--- config.mk ---
export PLATFORM = sky130hd
export DESIGN_NAME = axil_addr_fifo
export DESIGN_NICKNAME = d
export VERILOG_FILES = /design/src/rtl/axil_addr_fifo.sv
export SDC_FILE = /design/constraint.sdc
export NUM_CORES = 1
export LEC_CHECK = 0
export CORE_MARGIN = 1.5
export CORE_UTILIZATION = 35
export DETAILED_ROUTE_END_ITERATION = 8
export GPL_ROUTABILITY_DRIVEN = 0
export GPL_TIMING_DRIVEN = 0
export HOLD_SLACK_MARGIN = 0.02
export PLACE_DENSITY = 0.57
export SKIP_CTS_REPAIR_TIMING = 1
export SLEW_MARGIN = 20
export SYNTH_ARGS = -nofsm -noshare
export SYNTH_HDL_FRONTEND = slang
export SYNTH_SLANG_ARGS = --single-unit
--- constraint.sdc ---
create_clock -name ACLK -period 5.9 [get_ports ACLK]
set_input_delay 1.18 -clock ACLK [delete_from_list [all_inputs] [get_ports ACLK]]
set_output_delay 1.18 -clock ACLK [all_outputs]
set_load 0.03 [all_outputs]
--- src/rtl/axil_addr_fifo.sv ---
// AXI4-Lite address-channel FIFO (AW or AR): buffers DEPTH {ADDR, PROT} beats,
// optionally aligns addresses to the data-bus width and flags misaligned requests.
module axil_addr_fifo #(
   parameter int ADDR_WIDTH = 32,
   parameter int DEPTH      = 4,
   parameter int DATA_WIDTH = 32,
   parameter int ALIGN_MODE = 0
) (
   input  logic                         ACLK,
   input  logic                         ARESETn,
   input  logic                         s_AVALID,
   output logic                         s_AREADY,
   input  logic [ADDR_WIDTH-1:0]        s_AADDR,
   input  logic [2:0]                   s_APROT,
   output logic                         m_AVALID,
   input  logic                         m_AREADY,
   output logic [ADDR_WIDTH-1:0]        m_AADDR,
   output logic [2:0]                   m_APROT,
   output logic [$clog2(DEPTH+1)-1:0]   o_count,
   output logic                         o_misaligned
);

   localparam int PTR_W = $clog2(DEPTH);
   localparam int CNT_W = $clog2(DEPTH + 1);
   localparam int OFS_W = $clog2(DATA_WIDTH / 8);

   logic [ADDR_WIDTH-1:0] addr_mem [DEPTH];
   logic [2:0]            prot_mem [DEPTH];
   logic [PTR_W-1:0]      wr_ptr;
   logic [PTR_W-1:0]      rd_ptr;
   logic [CNT_W-1:0]      count;
   logic                  ready_en;
   logic                  misaligned;
   logic                  full;
   logic                  empty;
   logic                  push;
   logic                  pop;
   logic [ADDR_WIDTH-1:0] wr_addr;

   // Flags come only from registered state, so no input reaches an output combinationally.
   assign full     = (count == CNT_W'(DEPTH));
   assign empty    = (count == '0);
   assign s_AREADY = ready_en && !full;
   assign m_AVALID = !empty;
   assign push     = s_AVALID && s_AREADY;
   assign pop      = m_AVALID && m_AREADY;

   assign m_AADDR      = addr_mem[rd_ptr];
   assign m_APROT      = prot_mem[rd_ptr];
   assign o_count      = count;
   assign o_misaligned = misaligned;

   always_comb begin
      wr_addr = s_AADDR;
      if (ALIGN_MODE != 0) begin
         wr_addr[OFS_W-1:0] = '0;
      end
   end

   // Holds s_AREADY low until the first clock edge after reset release.
   always_ff @(posedge ACLK or negedge ARESETn) begin
      if (!ARESETn) begin
         ready_en <= 1'b0;
      end else begin
         ready_en <= 1'b1;
      end
   end

   // Storage is cleared on reset so the head outputs read zero.
   always_ff @(posedge ACLK or negedge ARESETn) begin
      if (!ARESETn) begin
         for (int i = 0; i < DEPTH; i++) begin
            addr_mem[i] <= '0;
            prot_mem[i] <= '0;
         end
      end else if (push) begin
         addr_mem[wr_ptr] <= wr_addr;
         prot_mem[wr_ptr] <= s_APROT;
      end
   end

   always_ff @(posedge ACLK or negedge ARESETn) begin
      if (!ARESETn) begin
         wr_ptr     <= '0;
         rd_ptr     <= '0;
         count      <= '0;
         misaligned <= 1'b0;
      end else begin
         if (push) begin
            wr_ptr <= wr_ptr + PTR_W'(1);
         end
         if (pop) begin
            rd_ptr <= rd_ptr + PTR_W'(1);
         end
         case ({push, pop})
            2'b10:   count <= count + CNT_W'(1);
            2'b01:   count <= count - CNT_W'(1);
            default: count <= count;
         endcase
         misaligned <= push && (s_AADDR[OFS_W-1:0] != '0);
      end
   end

endmodule

==> results.md, run 1 <==
- DRC viols: 0
- Endpoints failing setup: 0
- CP Capture Type: primary output
- Fraction of registers with async set/reset: 1.00
- Top cells by area, synth: dfrtp_1, mux2_4, mux4_2
- CP peak stage delay: 0.65 ns
- Setup CP Type: reg -> out
- Total track usage: 0.151
- Max clock buf depth: 2
- ANT cells: 0
- Post-Syn Area: just over 7000 um2
- Status: finished clean
- DRT met1 WL: just under 7000 um
- Antenna Nets Post-Route: 0
- Clk pin slew, worst setup/hold paths: 0.06 ns
- Initial core utilization: 0.359
- Max-slew headroom: 0.489
- Count of buffers from port buffering: 79
- Setup TNS: 0 ns
- Max-cap violations: 0
- Distinct cells, synth: 22
- I/O pins: 80
- DR WL met3: 376 um
- Die span in y: about 140 um
- PnR Total Power: 0.00577 W
- Core footprint: 19,600 um2
- EDFF count, synth: 0
- Largest net degree at the start of global routing: 78
- CP Cell Sequence: clkbuf_1, buf_1, mux4_2, clkdlybuf4s50_1
- Worst vdd ir: 0.309 mV
- Post-synth net total: about 420
- Placed wire-length estimate: 9290 um
- P&R area growth vs syn: 25.4%
- Routed length on met2: a little over 7000 um
- Worst EP arrival: 2.90 ns
- Cell Area, Placed: 8190 um2
- Share of cells above drive strength 1: 0.468
- Fillers: roughly 1,700
- Drt total wl: 14,500 um
- RSZ-0062 raised after global routing: false
- Clk_skew: just under 0.007 ns
- Slew Limit Fails: 0
- Worst path buffer plus inverter count: 3
- Clk Tree Root Cell: clkbuf_16
- H-tree Lvls: 4
- Initial antenna violation count: 0
- Fmax: 0.245 GHz
- Synth Flop Type: dfrtp_1
- Worst hold margin: about 0.5 ns
- Yosys top cell by area: dfrtp_1
- Commonest cells post-synth: dfrtp_1, mux2_4, mux4_2
- Largest delay share family, worst path: buffers and inverters
- Vias: 3,539
- Routed len/inst: 19.2 um
- Final Hold Fails: 0
- CTS Sinks: 149
- Slowest CP cell: buf_1
- Overflow after GRT: 0
- Tcrit/Tclk final: 0.692
- Synth Warn #: 0
- LEAKAGE: 3.78 nW
- DR pass1 iterations: 4
- DIE AREA: approximately 21,000 um2
- Top-count cell post-synth: dfrtp_1
- Total CTS buffers: 17
- Worst Hold Class: reg -> reg
- Row cnt: 51
- Global-route wire length before repair: 23,300 um
- Highest routed layer: met4
- CTS tree: yes
- Gate count after technology mapping: approximately 380
- Vias in the first global route: 4,055
- Slew at the pin closest to its max-slew limit: 0.767 ns
- Syn_area_per_cell: 18.6 um2
- Vias per cell: 4.69
- Pwr/cell area: 653 nW/um2
- Finished Cell Area: 8820 um2
- Post-synthesis sequential area ratio: 0.530
- Worst setup SP type: flop
- Final Non-Filler Cells: around 750
- Clock latency on the worst-skew pair: approximately 0.42 ns
- Worst-path maximum fanout: 10
- Critical path required time: 4.72 ns
- Placed cell count: a little over 700
- Seq cells post-synth: 149
- Tmin final: 4.08 ns
- Starting DRT DRC Count: 126
- Die width: roughly 140 um
- Post-synth top area share: 0.530
- Fin nets: 522
-- layer usage --
metal,global-route usage,vias to the layer above
met5,0,-
met4,0.0441,0
met3,0.0362,12
met2,0.237,54
met1,0.207,1890
li1,-,1583
-- cells by family after synthesis --
kind of cell / synth area share
compound gates: 0.00231
xor+xnor: 0.00747
fa+ha+maj: 0.0117
buf+inv: 0.0274
flops: 0.530
mux: 0.403
other cells: 0.000533
simple gates: 0.0174
-- cells in the final DEF (no fill, tap or decap), drive strengths merged --
cell type | Yosys | layout
o21a | 1 | 1
nor3b | 5 | 5
xnor2 | 3 | 3
nand2 | 2 | 2
ha | 5 | 5
dfrtp | 149 | 149
clkinv | 0 | 4
and2b | 1 | 1
fa | 1 | 1
mux4 | 35 | 35
o31a | 1 | 1
conb | 1 | 1
mux2 | 141 | 141
buf | 17 | 19
nor2 | 2 | 2
mux2i | 1 | 1
inv | 6 | 7
clkdlybuf4s50 | 0 | 78
bufinv | 0 | 5
xor2 | 3 | 3
or3 | 1 | 1
clkbuf | 3 | 21
clkinvlp | 0 | 3
-- registers in the layout, summed over array words and instances (netlist names) --
register / count
addr_mem: 128
prot_mem: 12
o_count: 3
rd_ptr: 2
wr_ptr: 2
o_misaligned: 1
ready_en: 1
-- final cells by class --
class | instances | area, um2 | share of cell area
Clock buffer | 18 | 429 | 0.0486
Tap cell | 265 | 332 | 0.0376
Timing Repair Buffer | 80 | 823 | 0.0933
Inverter | 6 | 22.5 | 0.00255
Clock inverter | 13 | 205 | 0.0233
Sequential cell | 149 | 3730 | 0.423
Buffer | 20 | 170 | 0.0193
Multi-Input combinational cell | 203 | 3110 | 0.353
-- worst paths after layout --
path	endpoint	cells after the start	startpoint	slack [ns]
worst max-delay path	m_AADDR[26]	4	rd_ptr[1]	1.82
worst min-delay path	prot_mem[4]	1	prot_mem[4]	0.50
worst max register to register	o_count[2]	9	o_count[0]	3.51
worst min register to register	prot_mem[4]	1	prot_mem[4]	0.50
max in group asynchronous	addr_mem[27]	2	ARESETn	4.42
min in group asynchronous	addr_mem[101]	1	ARESETn	0.71
-- through the flow --
step | util | setup slack, ns
2_1_floorplan | - | 3.18
3_3_place_gp | 0.416 | -2.14
3_5_place_dp | 0.418 | 2.25
4_1_cts | 0.450 | 1.78
5_1_grt | 0.450 | 1.71
6_report | 0.450 | 1.82
-- power by group --
group	internal (W)	leakage, nW	switching (W)
registers	0.00154	1.79	0.000284
logic	0.00157	1.69	0.00120
clock network	0.000748	0.302	0.000431
total	0.00385	3.78	0.00191
Power figures use the tool's default switching activity.
==> run 2, diff against run 1 <==
Clock period 5.9 ns to 4.28 ns, I/O delays scaled along.
==> results of run 2 <==
The final DEF is identical to that of run 1. Status: finished clean.
Among the figures that moved: setup slack after placement 2.25 ns -> 0.951 ns; setup slack after layout 1.82 ns -> 0.523 ns; hold slack 0.503 ns -> 0.389 ns; register-to-register setup slack 3.51 ns -> 1.89 ns; total power 0.00577 W -> 0.00795 W; worst IR drop on VDD 0.309 mV -> 0.426 mV
==> run 3, diff against run 2 <==
Settings changed: PLACE_DENSITY 0.57 to not set.
==> run 3 against run 2 <==
Effect of this change:
- total power shrank 1.6%
- largest cell class unchanged
- highest routed layer unchanged
- count of clock-buffer cells in the layout is the same
- design area fell by 0.50%
- combinational power is essentially flat
- sequential share of layout area is 0.21 points higher
- critical endpoint is now m_AADDR[8]
- critical path depth stayed put
- clock power down 7%
- critical path type unchanged
==> results.md, run 3 (same netlist as run 1, synthesis figures left out) <==
- Max clock buf depth: 2 (unchanged)
- Clk Tree Root Cell: clkbuf_16
- Worst EP arrival: 2.88 ns (-0.02 ns)
- Pwr/cell area: between 800 and 900 nW/um2
- RSZ-0062 raised after global routing: false
- Fin nets: 522 (unchanged)
- Slew Limit Fails: 0 (unchanged)
- Placed cell count: 723 (unchanged)
- CP Capture Type: primary output
- DRC viols: 0 (unchanged)
- Endpoints failing setup: 0 (unchanged)
- Clock latency on the worst-skew pair: 0.43 ns (about the same)
- Max FFs per register: 128 (unchanged)
- Slew at the pin closest to its max-slew limit: 0.739 ns (-0.0282 ns)
- Vias in the first global route: 4,152 (+2.4%)
- Total CTS buffers: 17 (unchanged)
- Antenna Nets Post-Route: 0 (unchanged)
- CTS Sinks: 149 (unchanged)
- Max-slew headroom: 0.507 (+0.0188)
- DIE AREA: 21,000 um2 (unchanged)
- Critical path required time: roughly 3.4 ns
- Setup WS post-layout: 0.549 ns
- Vias per cell: 4.80 (+2.3%)
- Largest net degree at the start of global routing: 79 (+1.3%)
- Worst Hold Class: in -> async
- Setup TNS: 0 ns (unchanged)
- Clk pin slew, worst setup/hold paths: 0.06 ns (about the same)
- Die width: 145 um (unchanged)
- Row cnt: 51 (unchanged)
- Placed wire-length estimate: 9440 um (+1.7%)
- Drt total wl: 14,600 um (+0.43%)
- Starting DRT DRC Count: 99 (-21%)
- Overflow after GRT: 0 (unchanged)
- I/O pins: 80 (unchanged)
- Tmin final: approximately 3.7 ns
- Most frequent cells in the layout: dfrtp_1, mux2_4, clkdlybuf4s50_1
- Worst vdd ir: 0.468 mV
- Die span in y: 145 um (unchanged)
- Tcrit/Tclk final: 0.872
- Clk_skew: 0.00981 ns (+0.00297 ns)
- DR pass1 iterations: 4 (unchanged)
- Global-route wire length before repair: 23,700 um (+1.9%)
- LEAKAGE: 3.77 nW (-0.41%)
- Final Non-Filler Cells: 755 (+0.13%)
- Count of buffers from port buffering: 79 (unchanged)
- Initial core utilization: 0.359 (unchanged)
- Top reg by flops: addr_mem
- Post-layout util: 0.448 (-0.00223)
- Status: finished clean
- Max-cap violations: 0 (unchanged)
- Worst hold margin: 0.394 ns
- H-tree Lvls: 4 (unchanged)
- Fmax: between 0.2 and 0.3 GHz
- P&R area growth vs syn: 24.8%
- Routed len/inst: 19.3 um (+0.29%)
- Worst setup SP type: flop
- Final Hold Fails: 0 (unchanged)
- Core footprint: 19,600 um2 (unchanged)
- Commonest non-fill, non-tap cell in the layout: dfrtp_1
- Share of cells above drive strength 1: 0.471 (+0.00313)
- R2R setup slack: 1.90 ns
- Vias: 3,626 (+2.5%)
- ANT cells: 0 (unchanged)
- Post-place setup slack: 0.955 ns
- Setup CP Type: reg -> out
- Initial antenna violation count: 0 (unchanged)
- Worst-path maximum fanout: 10 (unchanged)
- CTS tree: yes
- Total track usage: 0.153 (+0.00229)
run 3: where the power goes:
part	internal (W)	leakage [nW]	switching (W)	total (W)
Clock	0.000878	0.287	0.000622	0.00150
Combinational	0.00216	1.69	0.00165	0.00381
Sequential	0.00212	1.79	0.000395	0.00251
Total	0.00515	3.77	0.00266	0.00782
run 3: metrics by stage:
stage	instance area [um2]	power, W
after floorplan	7040	0.00517
final	8780	0.00782
after detailed placement	8190	0.00637
after CTS	8780	0.00792
after global routing	8780	0.00823
after global placement	8160	0.00628
run 3: layout make-up:
type / count / area [um2]
flip-flops and latches: 149 / 3730
repair buffers: 80 / 823
fillers: 1711 / 10800
plain buffers: 20 / 170
multi-input cells: 203 / 3110
well taps: 265 / 332
clock buffers: 18 / 439
inverters: 6 / 22.5
clock inverters: 14 / 151
run 3: critical path, stage by stage (launching register included):
cell and delay [ns]:
dfrtp_1 0.32, clkbuf_1 0.46, clkbuf_1 0.62, mux4_2 0.44, clkdlybuf4s50_1 0.61
run 3: routing by layer:
layer  up-vias  part of all wire  track usage
met1      1966              0.47        0.207
met2        65              0.49        0.242
met4         0            0.0086       0.0441
met3         8             0.037       0.0392
li1       1587                 -            -
met5         -                 0            0
run 3: final timing paths:
path                                    from             to  depth (start not counted)
min in group ACLK               addr_mem[63]   addr_mem[63]                          1
worst min register to register  addr_mem[63]   addr_mem[63]                          1
worst max-delay path               rd_ptr[1]     m_AADDR[8]                          4
worst min-delay path                 ARESETn  addr_mem[103]                          1
max in group asynchronous            ARESETn   addr_mem[91]                          2
worst max register to register    o_count[0]     o_count[2]                          9
